==> src/rtl/rv32i_pkg.sv <==
`default_nettype none
// ============================================================================
// Module   : rv32i_pkg
// Desc     : Shared rv32i encodings: writeback source select and hazard FSM
//            state encoding, plus the load-use match helper.
// Revision : 1.0 - initial release
// ============================================================================
package rv32i_pkg;

    localparam logic [1:0] RF_DIN_ALU  = 2'd0;
    localparam logic [1:0] RF_DIN_DM   = 2'd1;
    localparam logic [1:0] RF_DIN_PC4  = 2'd2;
    localparam logic [1:0] RF_DIN_IMM  = 2'd3;

    localparam logic [1:0] HZ_BOOT     = 2'd0;
    localparam logic [1:0] HZ_RUN      = 2'd1;
    localparam logic [1:0] HZ_MEM_WAIT = 2'd2;

    // A load in EX feeding a source that ID really reads; x0 is never a hazard.
    function automatic logic load_use_hit(
        input logic       ex_we,
        input logic [1:0] ex_din_sel,
        input logic [4:0] ex_waddr,
        input logic [4:0] rs1,
        input logic       rs1_used,
        input logic [4:0] rs2,
        input logic       rs2_used
    );
        logic w_is_load;
        w_is_load = ex_we && (ex_din_sel == RF_DIN_DM) && (ex_waddr != 5'd0);
        return w_is_load && ((rs1_used && (rs1 == ex_waddr)) ||
                             (rs2_used && (rs2 == ex_waddr)));
    endfunction

endpackage
`default_nettype wire

==> src/rtl/hazard_perf_cnt.sv <==
`default_nettype none
// ============================================================================
// Module   : hazard_perf_cnt
// Desc     : Stall and flush cycle counters for the hazard controller;
//            both wrap modulo 2^CNT_W.
// Revision : 1.0 - initial release
// ============================================================================
module hazard_perf_cnt #(
    parameter int CNT_W = 32
) (
    input  logic             clk,
    input  logic             rstn,
    input  logic             i_stall_inc,
    input  logic             i_flush_inc,
    output logic [CNT_W-1:0] o_stall_cnt,
    output logic [CNT_W-1:0] o_flush_cnt
);

    logic [CNT_W-1:0] r_stall_cnt;
    logic [CNT_W-1:0] r_flush_cnt;

    always_ff @(posedge clk or negedge rstn) begin
        if (!rstn) begin
            r_stall_cnt <= '0;
            r_flush_cnt <= '0;
        end else begin
            if (i_stall_inc) r_stall_cnt <= r_stall_cnt + CNT_W'(1);
            if (i_flush_inc) r_flush_cnt <= r_flush_cnt + CNT_W'(1);
        end
    end

    assign o_stall_cnt = r_stall_cnt;
    assign o_flush_cnt = r_flush_cnt;

endmodule
`default_nettype wire

==> src/rtl/hazard_ctrl.sv <==
`default_nettype none
// ============================================================================
// Module   : hazard_ctrl
// Desc     : Five-stage rv32i hazard/stall controller: post-reset hold,
//            memory stall, redirect flush, load-use bubble, MEM watchdog.
// Optional : define HAZARD_PERF_CNT_EN to build the stall/flush counters;
//            otherwise stall_cnt/flush_cnt read as 0.
// Revision : 1.0 - initial release
// ============================================================================
module hazard_ctrl
    import rv32i_pkg::*;
#(
    parameter int RESET_HOLD_CYCLES = 4,
    parameter int MEM_TIMEOUT       = 255,
    parameter int CNT_W             = 32
) (
    input  logic             clk,
    input  logic             rstn,
    input  logic [4:0]       id_rf_raddr_rs1,
    input  logic [4:0]       id_rf_raddr_rs2,
    input  logic             id_rs1_used,
    input  logic             id_rs2_used,
    input  logic [4:0]       ex_rf_waddr,
    input  logic             ex_rf_we,
    input  logic [1:0]       ex_rf_din_sel,
    input  logic             ex_redirect,
    input  logic             mem_dm_req,
    input  logic             mem_dm_ready,
    output logic             pc_enable,
    output logic             if_id_enable,
    output logic             id_ex_enable,
    output logic             ex_mem_enable,
    output logic             if_id_flush,
    output logic             id_ex_flush,
    output logic             mem_wb_flush,
    output logic             mem_timeout_err,
    output logic [CNT_W-1:0] stall_cnt,
    output logic [CNT_W-1:0] flush_cnt
);

    localparam int c_hold_w = (RESET_HOLD_CYCLES > 1) ? $clog2(RESET_HOLD_CYCLES) : 1;
    localparam int c_wd_w   = $clog2(MEM_TIMEOUT + 1);
    localparam logic [c_hold_w-1:0] c_hold_last = c_hold_w'(RESET_HOLD_CYCLES - 1);
    localparam logic [c_wd_w-1:0]   c_wd_max    = c_wd_w'(MEM_TIMEOUT);

    logic [1:0]          r_state;
    logic [1:0]          w_state_next;
    logic [c_hold_w-1:0] r_hold;
    logic [c_wd_w-1:0]   r_wd;
    logic [c_wd_w-1:0]   w_wd_next;
    logic                r_err;
    logic                w_mem_stall;
    logic                w_load_use;

    assign w_mem_stall = mem_dm_req && !mem_dm_ready;
    assign w_load_use  = load_use_hit(ex_rf_we, ex_rf_din_sel, ex_rf_waddr,
                                      id_rf_raddr_rs1, id_rs1_used,
                                      id_rf_raddr_rs2, id_rs2_used);

    always_comb begin
        w_state_next  = r_state;
        pc_enable     = 1'b1;
        if_id_enable  = 1'b1;
        id_ex_enable  = 1'b1;
        ex_mem_enable = 1'b1;
        if_id_flush   = 1'b0;
        id_ex_flush   = 1'b0;
        mem_wb_flush  = 1'b0;
        case (r_state)
            HZ_RUN, HZ_MEM_WAIT: begin
                w_state_next = w_mem_stall ? HZ_MEM_WAIT : HZ_RUN;
                // Memory stall outranks redirect: EX is frozen and re-presents it.
                if (w_mem_stall) begin
                    pc_enable     = 1'b0;
                    if_id_enable  = 1'b0;
                    id_ex_enable  = 1'b0;
                    ex_mem_enable = 1'b0;
                    mem_wb_flush  = 1'b1;
                end else if (ex_redirect) begin
                    if_id_flush   = 1'b1;
                    id_ex_flush   = 1'b1;
                end else if (w_load_use) begin
                    pc_enable     = 1'b0;
                    if_id_enable  = 1'b0;
                    id_ex_flush   = 1'b1;
                end
            end
            default: begin
                w_state_next  = (r_state == HZ_BOOT && r_hold == c_hold_last) ? HZ_RUN : HZ_BOOT;
                pc_enable     = 1'b0;
                if_id_enable  = 1'b0;
                id_ex_enable  = 1'b0;
                ex_mem_enable = 1'b0;
                if_id_flush   = 1'b1;
                id_ex_flush   = 1'b1;
                mem_wb_flush  = 1'b1;
            end
        endcase
    end

    // Watchdog counts stalled MEM_WAIT cycles only and saturates at the limit.
    always_comb begin
        w_wd_next = '0;
        if (r_state == HZ_MEM_WAIT && w_mem_stall)
            w_wd_next = (r_wd == c_wd_max) ? r_wd : r_wd + c_wd_w'(1);
    end

    always_ff @(posedge clk or negedge rstn) begin
        if (!rstn) begin
            r_state <= HZ_BOOT;
            r_hold  <= '0;
            r_wd    <= '0;
            r_err   <= 1'b0;
        end else begin
            r_state <= w_state_next;
            if (r_state == HZ_BOOT && r_hold != c_hold_last)
                r_hold <= r_hold + c_hold_w'(1);
            r_wd <= w_wd_next;
            if (w_wd_next == c_wd_max)
                r_err <= 1'b1;
        end
    end

    assign mem_timeout_err = r_err;

`ifdef HAZARD_PERF_CNT_EN
    logic w_stall_inc;
    logic w_flush_inc;

    assign w_stall_inc = (r_state != HZ_BOOT) && !pc_enable;
    assign w_flush_inc = (r_state != HZ_BOOT) && (if_id_flush || id_ex_flush);

    hazard_perf_cnt #(
        .CNT_W (CNT_W)
    ) u_perf_cnt (
        .clk         (clk),
        .rstn        (rstn),
        .i_stall_inc (w_stall_inc),
        .i_flush_inc (w_flush_inc),
        .o_stall_cnt (stall_cnt),
        .o_flush_cnt (flush_cnt)
    );
`else
    assign stall_cnt = '0;
    assign flush_cnt = '0;
`endif

endmodule
`default_nettype wire

==> config.mk <==
export PLATFORM = sky130hd
export DESIGN_NAME = hazard_ctrl
export DESIGN_NICKNAME = d
export VERILOG_FILES = /design/src/rtl/rv32i_pkg.sv /design/src/rtl/hazard_perf_cnt.sv /design/src/rtl/hazard_ctrl.sv
export SDC_FILE = /design/constraint.sdc
export NUM_CORES = 1
export LEC_CHECK = 0
export CORE_AREA = 2 2 67 69
export DETAILED_ROUTE_END_ITERATION = 8
export DIE_AREA = 0 0 69 71
export GPL_TIMING_DRIVEN = 0
export PLACE_DENSITY_LB_ADDON = 0.12
export SYNTH_ARGS = -nofsm -noshare
export SYNTH_HDL_FRONTEND = slang
export SYNTH_SLANG_ARGS = --single-unit
==> constraint.sdc <==
create_clock -name clk -period 3.8 [get_ports clk]
set_clock_uncertainty 0.05 [all_clocks]
set_input_delay 0.57 -clock clk [delete_from_list [all_inputs] [get_ports clk]]
set_output_delay 0.57 -clock clk [all_outputs]
set_load 0.005 [all_outputs]
==> Yosys cells after proc, flatten, opt, wreduce, memory -nomap -nowiden <==
Cells that the tools add are included.
{ "word_totals": {"word_cells": 49, "inputBits": 25, "register_bits": 13} }
{ "classes": {"reduce_logical": 14, "n_eq_ne": 9, "addsub": 2, "n_mux": 20} }
{ "op_table": {"columns": ["operator", "count"], "rows": [
  ["$eq A8 B8 Y1 const B", 2],
  ["$mux W1", 16],
  ["$mux W8", 2],
  ["$eq A5 B5 Y1", 2],
  ["$logic_and A1 B1 Y1", 9],
  ["$add A8 B1 Y8 const B", 1],
  ["$reduce_bool A5 Y1", 1],
  ["$eq A2 B1 Y1 const B", 2],
  ["$eq A2 B2 Y1 const B", 2],
  ["$mux W2", 2],
  ["$add A2 B1 Y2 const B", 1],
  ["$logic_not A2 Y1", 1],
  ["$ne A2 B2 Y1 const B", 1],
  ["$reduce_or A2 Y1", 1],
  ["$logic_not A1 Y1", 1],
  ["$logic_or A1 B1 Y1", 1]
]} }

==> Logic depth before layout (Yosys ltp) <==
Gate-level depths: netlist of run 1.
{ "logic_depth": {"word_depth": 8, "mapped_depth": 7, "mapped_depth_nobuf": 7} }

==> Worst setup path before layout of run 1 <==
Ideal clock, no wire load.
{ "synth_path": {"kind": "input to output", "start": "input ex_rf_waddr[1]", "end": "output pc_enable", "arrival_time_ps": 1538, "path_slack_ps": 1642, "stages": 4, "path_cell_list": "or4_1 > o211ai_1 > o21a_1 > buf_4"} }
{ "synth_between": {"elab_chain_len": 8, "elab_cells_between_ends": 12, "classes_between": "2 x eq/ne; 4 x mux; 6 x reduce/logical"} }
{ "synth_lines": {"columns": ["item", "line_no", "source"], "rows": [
  ["start, declared", "hazard_ctrl.sv:23", "input logic [4:0] ex_rf_waddr,"],
  ["$eq A5 B5 Y1, on equally long branches", "rv32i_pkg.sv:31, rv32i_pkg.sv:32", null],
  ["$logic_and A1 B1 Y1, on equally long branches", "rv32i_pkg.sv:31, rv32i_pkg.sv:32", null],
  ["$logic_or A1 B1 Y1", "rv32i_pkg.sv:31", "return w_is_load && ((rs1_used && (rs1 == ex_waddr)) ||"],
  ["$logic_and A1 B1 Y1 (*)", "rv32i_pkg.sv:31", null],
  ["$mux W1 (*) (4 in series)", null, null],
  ["end, declared", "hazard_ctrl.sv:29", "output logic pc_enable,"]
]} }
Every way passes the cells marked *; elsewhere a longest branch is shown, timed or not.

==> Final worst setup path of run 1 <==
{ "layout_path": {"start": "input ex_rf_waddr[1]", "end": "output pc_enable"} }
{ "layout_between": {"elab_chain_len": 8, "elab_cells_between_ends": 12, "classes_between": "2 x eq/ne; 4 x mux; 6 x reduce/logical"} }
{ "layout_lines": {"columns": ["item", "line_no", "source"], "rows": [
  ["$eq A5 B5 Y1, on equally long branches", "rv32i_pkg.sv:31, rv32i_pkg.sv:32", null],
  ["$logic_and A1 B1 Y1, on equally long branches", "rv32i_pkg.sv:31, rv32i_pkg.sv:32", null],
  ["$logic_or A1 B1 Y1", "rv32i_pkg.sv:31", null],
  ["$logic_and A1 B1 Y1 (*)", "rv32i_pkg.sv:31", null],
  ["$mux W1 (*)", "hazard_ctrl.sv:82", "end else if (w_load_use) begin"],
  ["$mux W1 (*)", "hazard_ctrl.sv:79", "end else if (ex_redirect) begin"],
  ["$mux W1 (*)", "hazard_ctrl.sv:73", "if (w_mem_stall) begin"],
  ["$mux W1 (*)", "hazard_ctrl.sv:69", "case (r_state)"]
]} }
Marked as above.

==> results of run 1 <==
==> per-stage QoR <==
stage	hold WS [ns]	std cells	setup WS [ns]	power, uW
floorplan	0.224	231	1.64	344
global placement	0.402	315	0.586	464
detailed placement	0.409	315	0.605	464
CTS	0.422	319	0.596	594
global route	0.467	319	0.522	641
finish	0.419	319	0.625	586
==> final timing paths <==
kind / startpoint / to / slack (ns) / depth (start not counted)
min in group asynchronous: rstn / r_wd[2]$_DFF_PN0_ / 0.66 / 1
max in group asynchronous: rstn / r_wd[0]$_DFF_PN0_ / 2.63 / 1
worst min-delay path: mem_timeout_err$_DFFE_PN0N_ / mem_timeout_err$_DFFE_PN0N_ / 0.42 / 1
worst max register to register: r_wd[0]$_DFF_PN0_ / mem_timeout_err$_DFFE_PN0N_ / 1.94 / 7
worst max-delay path: ex_rf_waddr[1] / pc_enable / 0.62 / 6
worst min register to register: mem_timeout_err$_DFFE_PN0N_ / mem_timeout_err$_DFFE_PN0N_ / 0.42 / 1
==> flip-flops by register name, summed over array words and instances, names as in the netlist <==
signal / count
mem_timeout_err: 1
r_hold: 2
r_wd: 8
r_state: 2
==> report_power, final <==
group	internal [uW]	switching [uW]	leakage, uW	total (uW)
Clock	72.4	51.8	0.0000255	124
Combinational	185	108	0.000892	294
Sequential	159	10.0	0.000175	169
==> layout make-up <==
class / count / area, um2
fillers: 428 / 2130
clock inverters: 1 / 5.00
plain buffers: 68 / 505
clock buffers: 3 / 41.3
inverters: 7 / 26.3
flip-flops and latches: 13 / 325
repair buffers: 32 / 320
multi-input cells: 143 / 781
well taps: 52 / 65.1
==> cell families (layout without fill, tap and decap cells) <==
family	Yosys count	after routing	synth area share [%]
compound gates	19	19	9.82
xor+xnor	12	12	7.50
fa+ha+maj	4	4	3.57
buf+inv	75	111	37.9
flops	13	13	23.2
mux	4	4	2.95
other cells	1	64	0.268
simple gates	40	40	14.7
==> placed cells by master (no fill, tap or decap) <==
cell / n
o21bai_1: 1
nand3_1: 3
o22ai_1: 1
a21oi_1: 2
a311oi_1: 1
mux2_2: 1
dfrtp_1: 13
o211ai_1: 1
nor3_2: 1
clkinv_2: 1
mux2i_1: 3
clkbuf_8: 3
nand2b_1: 2
conb_1: 64
xor2_1: 1
a41o_1: 1
a32o_1: 1
a31oi_1: 3
nand4_1: 3
o21a_1: 1
nor2b_1: 2
nand3b_1: 1
ha_1: 4
a311oi_2: 1
a31o_1: 1
clkdlybuf4s50_1: 32
nand3_2: 1
nand2_1: 11
o21ai_0: 4
o31ai_1: 1
xnor2_1: 11
and2_1: 1
inv_1: 7
buf_4: 66
buf_2: 2
and3_1: 1
and4_1: 2
nor2_1: 11
or4_1: 1
==> routing by layer <==
| metal | vias to the layer above | global-route usage (%) |
|---|---|---|
| met2 | 62 | 18.9 |
| met1 | 501 | 13.1 |
| li1 | 627 | - |
| met5 | - | 0 |
| met3 | 0 | 4.42 |
| met4 | 0 | 2.61 |
==> key figures, run 1 <==
Status
  – Run status: finished clean

Worst setup path
  – CP max stage delay: 0.55 ns
  – CP Data Arrival Time: between 2 and 3 ns
  – Worst path bufs/invs: 3
  – Crit-path leading delay family: buffers and inverters
  – Critical path type: in -> out
  – Worst setup EP type: output port
  – Critical path peak fanout: 3
  – CP most frequent cell: clkdlybuf4s50_1
  – Crit-path cells: clkdlybuf4s50_1, or4_1, o211ai_1, o21a_1, buf_4, clkdlybuf4s50_1
  – Critical path's slowest cell: or4_1
  – Worst Path Required: roughly 3.2 ns
  – Worst setup SP type: input pin

Placed design
  – Port bufs: 32
  – Placed instance area: approximately 2000 um2
  – GPL Wtd Cong: between 0.7 and 0.8
  – HPWL Detailed: about 2400 um

Timing
  – Slew HR: about three fifths
  – Fmax: about 310 MHz
  – Final hold vios: 0
  – Worst-Margin Slew: between 0.6 and 0.7 ns
  – Final setup TNS: 0 ns
  – Final setup fails: 0
  – Final Critical Period: approximately 3.2 ns
  – Final Max Tran Viols: 0
  – Fin crit share: roughly 84%
  – Unrepaired setup endpoints after global routing: no

Route
  – Via density: 3.73
  – DRT Pass-1 Iters: 4
  – Remaining antenna violation count after routing: 0
  – WL/cell: between 8 and 9 um
  – DRC Markers: 0
  – Met2 WL: approximately 1400 um
  – Routed via count: roughly 1200
  – Initial drt markers: 90
  – Wire length on met3: ~280 um
  – Final wirelength: 2740 um
  – Top routing layer in use: met3
  – Wire length on met1: around 1100 um

Logic synthesis
  – Ys flop type: dfrtp_1
  – Most frequent cells after synthesis: 66 x buf_4, 13 x dfrtp_1, 11 x nand2_1, 11 x nor2_1, 11 x xnor2_1
  – Synth cell types: 36
  – Synth Area per Inst: 8.34 um2
  – Synth top area share: between 30% and 40%
  – Sequential share of the synthesized area: between 20% and 30%
  – Post-synth EDFFs: 0
  – Post-synthesis cell count: 168
  – Top post-synthesis cells by area: buf_4 35%, dfrtp_1 23%, xnor2_1 6.9%
  – Ys Warns: 0
  – FF+latch count, synth: 13
  – Top cell type by total area after synthesis: buf_4
  – Most numerous cell in the Yosys netlist: buf_4
  – Post-Syn Area: approximately 1400 um2
  – Async SR Flop Fraction: between 90% and 100%

Floorplan
  – DIE AREA: ~4900 um2
  – I/O Pins: between 90 and 100
  – Die Y: around 71 um
  – Initial core utilization: between 30% and 40%
  – Core footprint: 4200 um2
  – Die W: between 60 and 70 um
  – Num rows: 24

Global routing
  – Largest net degree at the start of global routing: 14
  – Total GRT Usage: 11.1%
  – Number of global-route vias before repair: 1081
  – Grt total ovfl: 0
  – First-pass GRT wire length: 4540 um
  – Initial antenna violation count: 0

Clock network
  – Setup Fix Bufs, Post-CTS: 0
  – Clock buffer count from CTS: 3
  – CTS tree: done
  – Clock buffer depth: 2
  – Clk root buf: clkbuf_8
  – Clock transition at path regs: approximately 0.060 ns
  – Hold buffers post-CTS: 0
  – Clock Sinks: 13
  – CTS resizes: 0
  – H-tree levels: 1
  – Worst-Skew Late Latency: ~0.24 ns

Power and ir drop
  – Maximum vdd drop: about 0.21 mV
  – Cell leakage power: around 0.0011 uW
  – Power per standard cell area: about 280 nW/um2

Final layout
  – Fin area: approximately 2100 um2
  – Layout cells sized above 1: 28.5%
  – Util after Layout: about half
  – Ant diodes: 0
  – Area Overhead vs Synth: 47.7%
  – Nets: between 200 and 300

Run
  – Max capacitance violation total: 0

Hold path
  – Hold Path Class: reg -> reg
No activity file was read; power rests on OpenSTA's default activity.
==> inputs of run 2 (changes only) <==
--- a/config.mk
+++ b/config.mk
@@ -5,9 +5,9 @@
 export SDC_FILE = /design/constraint.sdc
 export NUM_CORES = 1
 export LEC_CHECK = 0
-export CORE_AREA = 2 2 67 69
+export CORE_AREA = 2 2 70 72
 export DETAILED_ROUTE_END_ITERATION = 8
-export DIE_AREA = 0 0 69 71
+export DIE_AREA = 0 0 72 74
 export GPL_TIMING_DRIVEN = 0
 export PLACE_DENSITY_LB_ADDON = 0.12
 export SYNTH_ARGS = -nofsm -noshare
==> constraint.sdc (replaced) <==
create_clock -name clk -period 2.9 [get_ports clk]
set_clock_uncertainty 0.05 [all_clocks]
set_input_delay 0.435 -clock clk [delete_from_list [all_inputs] [get_ports clk]]
set_output_delay 0.435 -clock clk [all_outputs]
set_load 0.005 [all_outputs]
==> run 2 against run 1 <==
  * Flip-flop and latch count did not move
  * Cell area rose by 0.18%
  * Clock power rose by 35%
  * Die area rose by 8.8%
  * Sequential power rose by 31%
  * Combinational power rose by 30%
  * Wire length fell by 0.99%
  * Sequential share of layout area barely moved
  * Worst setup slack got worse by 0.44 ns
  * Final cell count rose by 0.63%
  * Worst hold slack improved by 0.0068 ns
  * Critical path type unchanged
  * Highest routed layer is now met4
==> key figures, run 2 (synthesis results as in run 1) <==
Route
  – Final wirelength: 2710 um (was 2740 um)
  – Via density: 3.64 (was 3.73)
  – WL/cell: 8.45 um (was 8.58 um)
  – DRC Markers: 0 (unchanged)
  – Initial drt markers: 19 (was 90)
  – Remaining antenna violation count after routing: 0 (unchanged)
  – Routed via count: 1169 (was 1190)
  – DRT Pass-1 Iters: 4 (unchanged)

Floorplan
  – DIE AREA: 5330 um2 (was 4900 um2)
  – Num rows: 25 (was 24)
  – Die W: 72 um (was 69 um)
  – Initial core utilization: 30.5% (was 33.3%)
  – I/O Pins: 97 (unchanged)
  – Die Y: 74 um (was 71 um)
  – Core footprint: 4600 um2 (was 4200 um2)

Clock network
  – Worst-Skew Late Latency: 0.25 ns (was 0.24 ns)
  – Clock Sinks: 13 (unchanged)
  – Clock buffer depth: 2 (unchanged)
  – CTS tree: done (unchanged)
  – Clock transition at path regs: 0.06 ns (about the same)
  – H-tree levels: 1 (unchanged)
  – Clk root buf: clkbuf_8 (unchanged)
  – Clock buffer count from CTS: 3 (unchanged)
  – Hold buffers post-CTS: 0 (unchanged)
  – Setup Fix Bufs, Post-CTS: 0 (unchanged)

Placed design
  – HPWL Detailed: 2310 um (was 2360 um)
  – GPL Wtd Cong: 0.748 (was 0.773)
  – Port bufs: 32 (unchanged)
  – Worst slack at placement: -0.00320 ns (was 0.605 ns)

Power and ir drop
  – Cell leakage power: 0.00111 uW (was 0.00109 uW)
  – P_int: 544 uW (was 417 uW)
  – Sequential Power Share: 28.7% (was 28.8%)
  – Comb power frac: 49.6% (was 50.1%)
  – Clock Power Share: 21.7% (was 21.2%)
  – Power per standard cell area: 373 nW/um2 (was 283 nW/um2)
  – Net switching power: 228 uW (was 170 uW)
  – Sw Share: 29.5% (was 29.0%)
  – Maximum vdd drop: 0.233 mV (was 0.208 mV)

Timing
  – Unrepaired setup endpoints after global routing: no (unchanged)
  – Final setup TNS: 0 ns (unchanged)
  – Final setup fails: 0 (unchanged)
  – Worst setup margin: 0.186 ns (was 0.625 ns)
  – Final Critical Period: 2.71 ns
  – Worst-Margin Slew: 0.613 ns (was 0.625 ns)
  – Fmax: between 300 and 400 MHz
  – Final Max Tran Viols: 0 (unchanged)
  – Slew HR: 59.0% (was 58.2%)
  – Final hold vios: 0 (unchanged)
  – Fin crit share: around 94%

Global routing
  – Largest net degree at the start of global routing: 14 (unchanged)
  – Total GRT Usage: 9.88% (was 11.1%)
  – First-pass GRT wire length: 4370 um (was 4540 um)
  – Initial antenna violation count: 0 (unchanged)
  – Number of global-route vias before repair: 1027 (was 1081)
  – Grt total ovfl: 0 (unchanged)

Final layout
  – Commonest non-fill, non-tap cell in the layout: buf_4 (unchanged)
  – Area Overhead vs Synth: 47.9% (was 47.7%)
  – Nets: 297 (unchanged)
  – Fill count: 461 (was 428)
  – Layout cells sized above 1: 28.5% (unchanged)
  – Max reg flops: 8 (unchanged)
  – Multi-input logic area: 781 um2 (unchanged)
  – Largest Register: r_wd (unchanged)
  – Most frequent cells in the layout: 66 x buf_4, 64 x conb_1, 27 x clkdlybuf4s50_1 (was 66 x buf_4, 64 x conb_1, 32 x clkdlybuf4s50_1)
  – Regs by FF count: r_wd: 8 flops, r_hold: 2 flops, r_state: 2 flops (unchanged)
  – Ant diodes: 0 (unchanged)
  – Register area: 325 um2 (unchanged)

Run
  – Max capacitance violation total: 0 (unchanged)

Worst setup path
  – Critical path type: in -> out (unchanged)
  – Critical path peak fanout: 3 (unchanged)
  – Worst setup SP type: input pin (unchanged)
  – Worst Path Required: 2.41 ns (was 3.18 ns)
  – CP Data Arrival Time: 2.23 ns (was 2.56 ns)
  – Worst setup EP type: output port (unchanged)

Hold path
  – Hold Path Class: reg -> reg (unchanged)

Status
  – Run status: finished clean (unchanged)
run 2: power groups by stage:
stage | combinational (uW) | clock (uW) | sequential [uW]
floorplan | 229 | 0 | 221
global placement | 385 | 0 | 224
detailed placement | 388 | 0 | 225
CTS | 390 | 173 | 222
global route | 430 | 180 | 225
finish | 383 | 167 | 222
run 2: worst paths after layout:
kind                            slack, ns  depth (start not counted)                           to                        start
worst min-delay path                 0.43                          1  mem_timeout_err$_DFFE_PN0N_  mem_timeout_err$_DFFE_PN0N_
min in group asynchronous            0.52                          1            r_wd[6]$_DFF_PN0_                         rstn
worst max register to register       1.03                          7  mem_timeout_err$_DFFE_PN0N_            r_wd[0]$_DFF_PN0_
max in group asynchronous            1.88                          1        r_hold[0]$_DFFE_PN0P_                         rstn
worst max-delay path                 0.19                          6                    pc_enable               ex_rf_waddr[1]
worst min register to register       0.43                          1  mem_timeout_err$_DFFE_PN0N_  mem_timeout_err$_DFFE_PN0N_
run 2: metal layers:
layer / GRT usage (%) / vias up / routed length, um
met2: 16.9 / 54 / 1300
met5: 0 / - / 0
met4: 2.10 / 0 / 10
li1: - / 625 / -
met1: 12.2 / 488 / 1130
met3: 3.39 / 2 / 272
run 2: layout make-up:
| class | instances | area share, % |
|---|---|---|
| Buffer | 68 | 24.4 |
| Clock buffer | 3 | 1.99 |
| Clock inverter | 1 | 0.241 |
| Inverter | 7 | 1.27 |
| Multi-Input combinational cell | 143 | 37.7 |
| Sequential cell | 13 | 15.7 |
| Tap cell | 54 | 3.26 |
| Timing Repair Buffer | 32 | 15.5 |
run 2: critical path, stage by stage:
cell and delay, ns:
dlygate4sd2_1 0.27, or4_1 0.53, o211ai_1 0.23, o21a_1 0.18
buf_4 0.10, clkdlybuf4s50_1 0.49
run 2: repair_timing:
action                                  4_1_cts  5_1_grt
pin swaps                                     2        0
endpoints found under the setup margin        1        1
resized for setup                             3        2
run 2: per-stage QoR:
step | power [uW] | utilization (%) | hold slack [ns] | std cells | instance area (um2)
after global placement | 609 | 44.1 | 0.410 | 317 | 2030
after CTS | 785 | 45.0 | 0.429 | 321 | 2070
after detailed placement | 613 | 44.1 | 0.411 | 317 | 2030
after global routing | 835 | 45.1 | 0.453 | 321 | 2070
after floorplan | 450 | - | 0.0894 | 231 | 1640
final | 772 | 45.1 | 0.426 | 321 | 2070
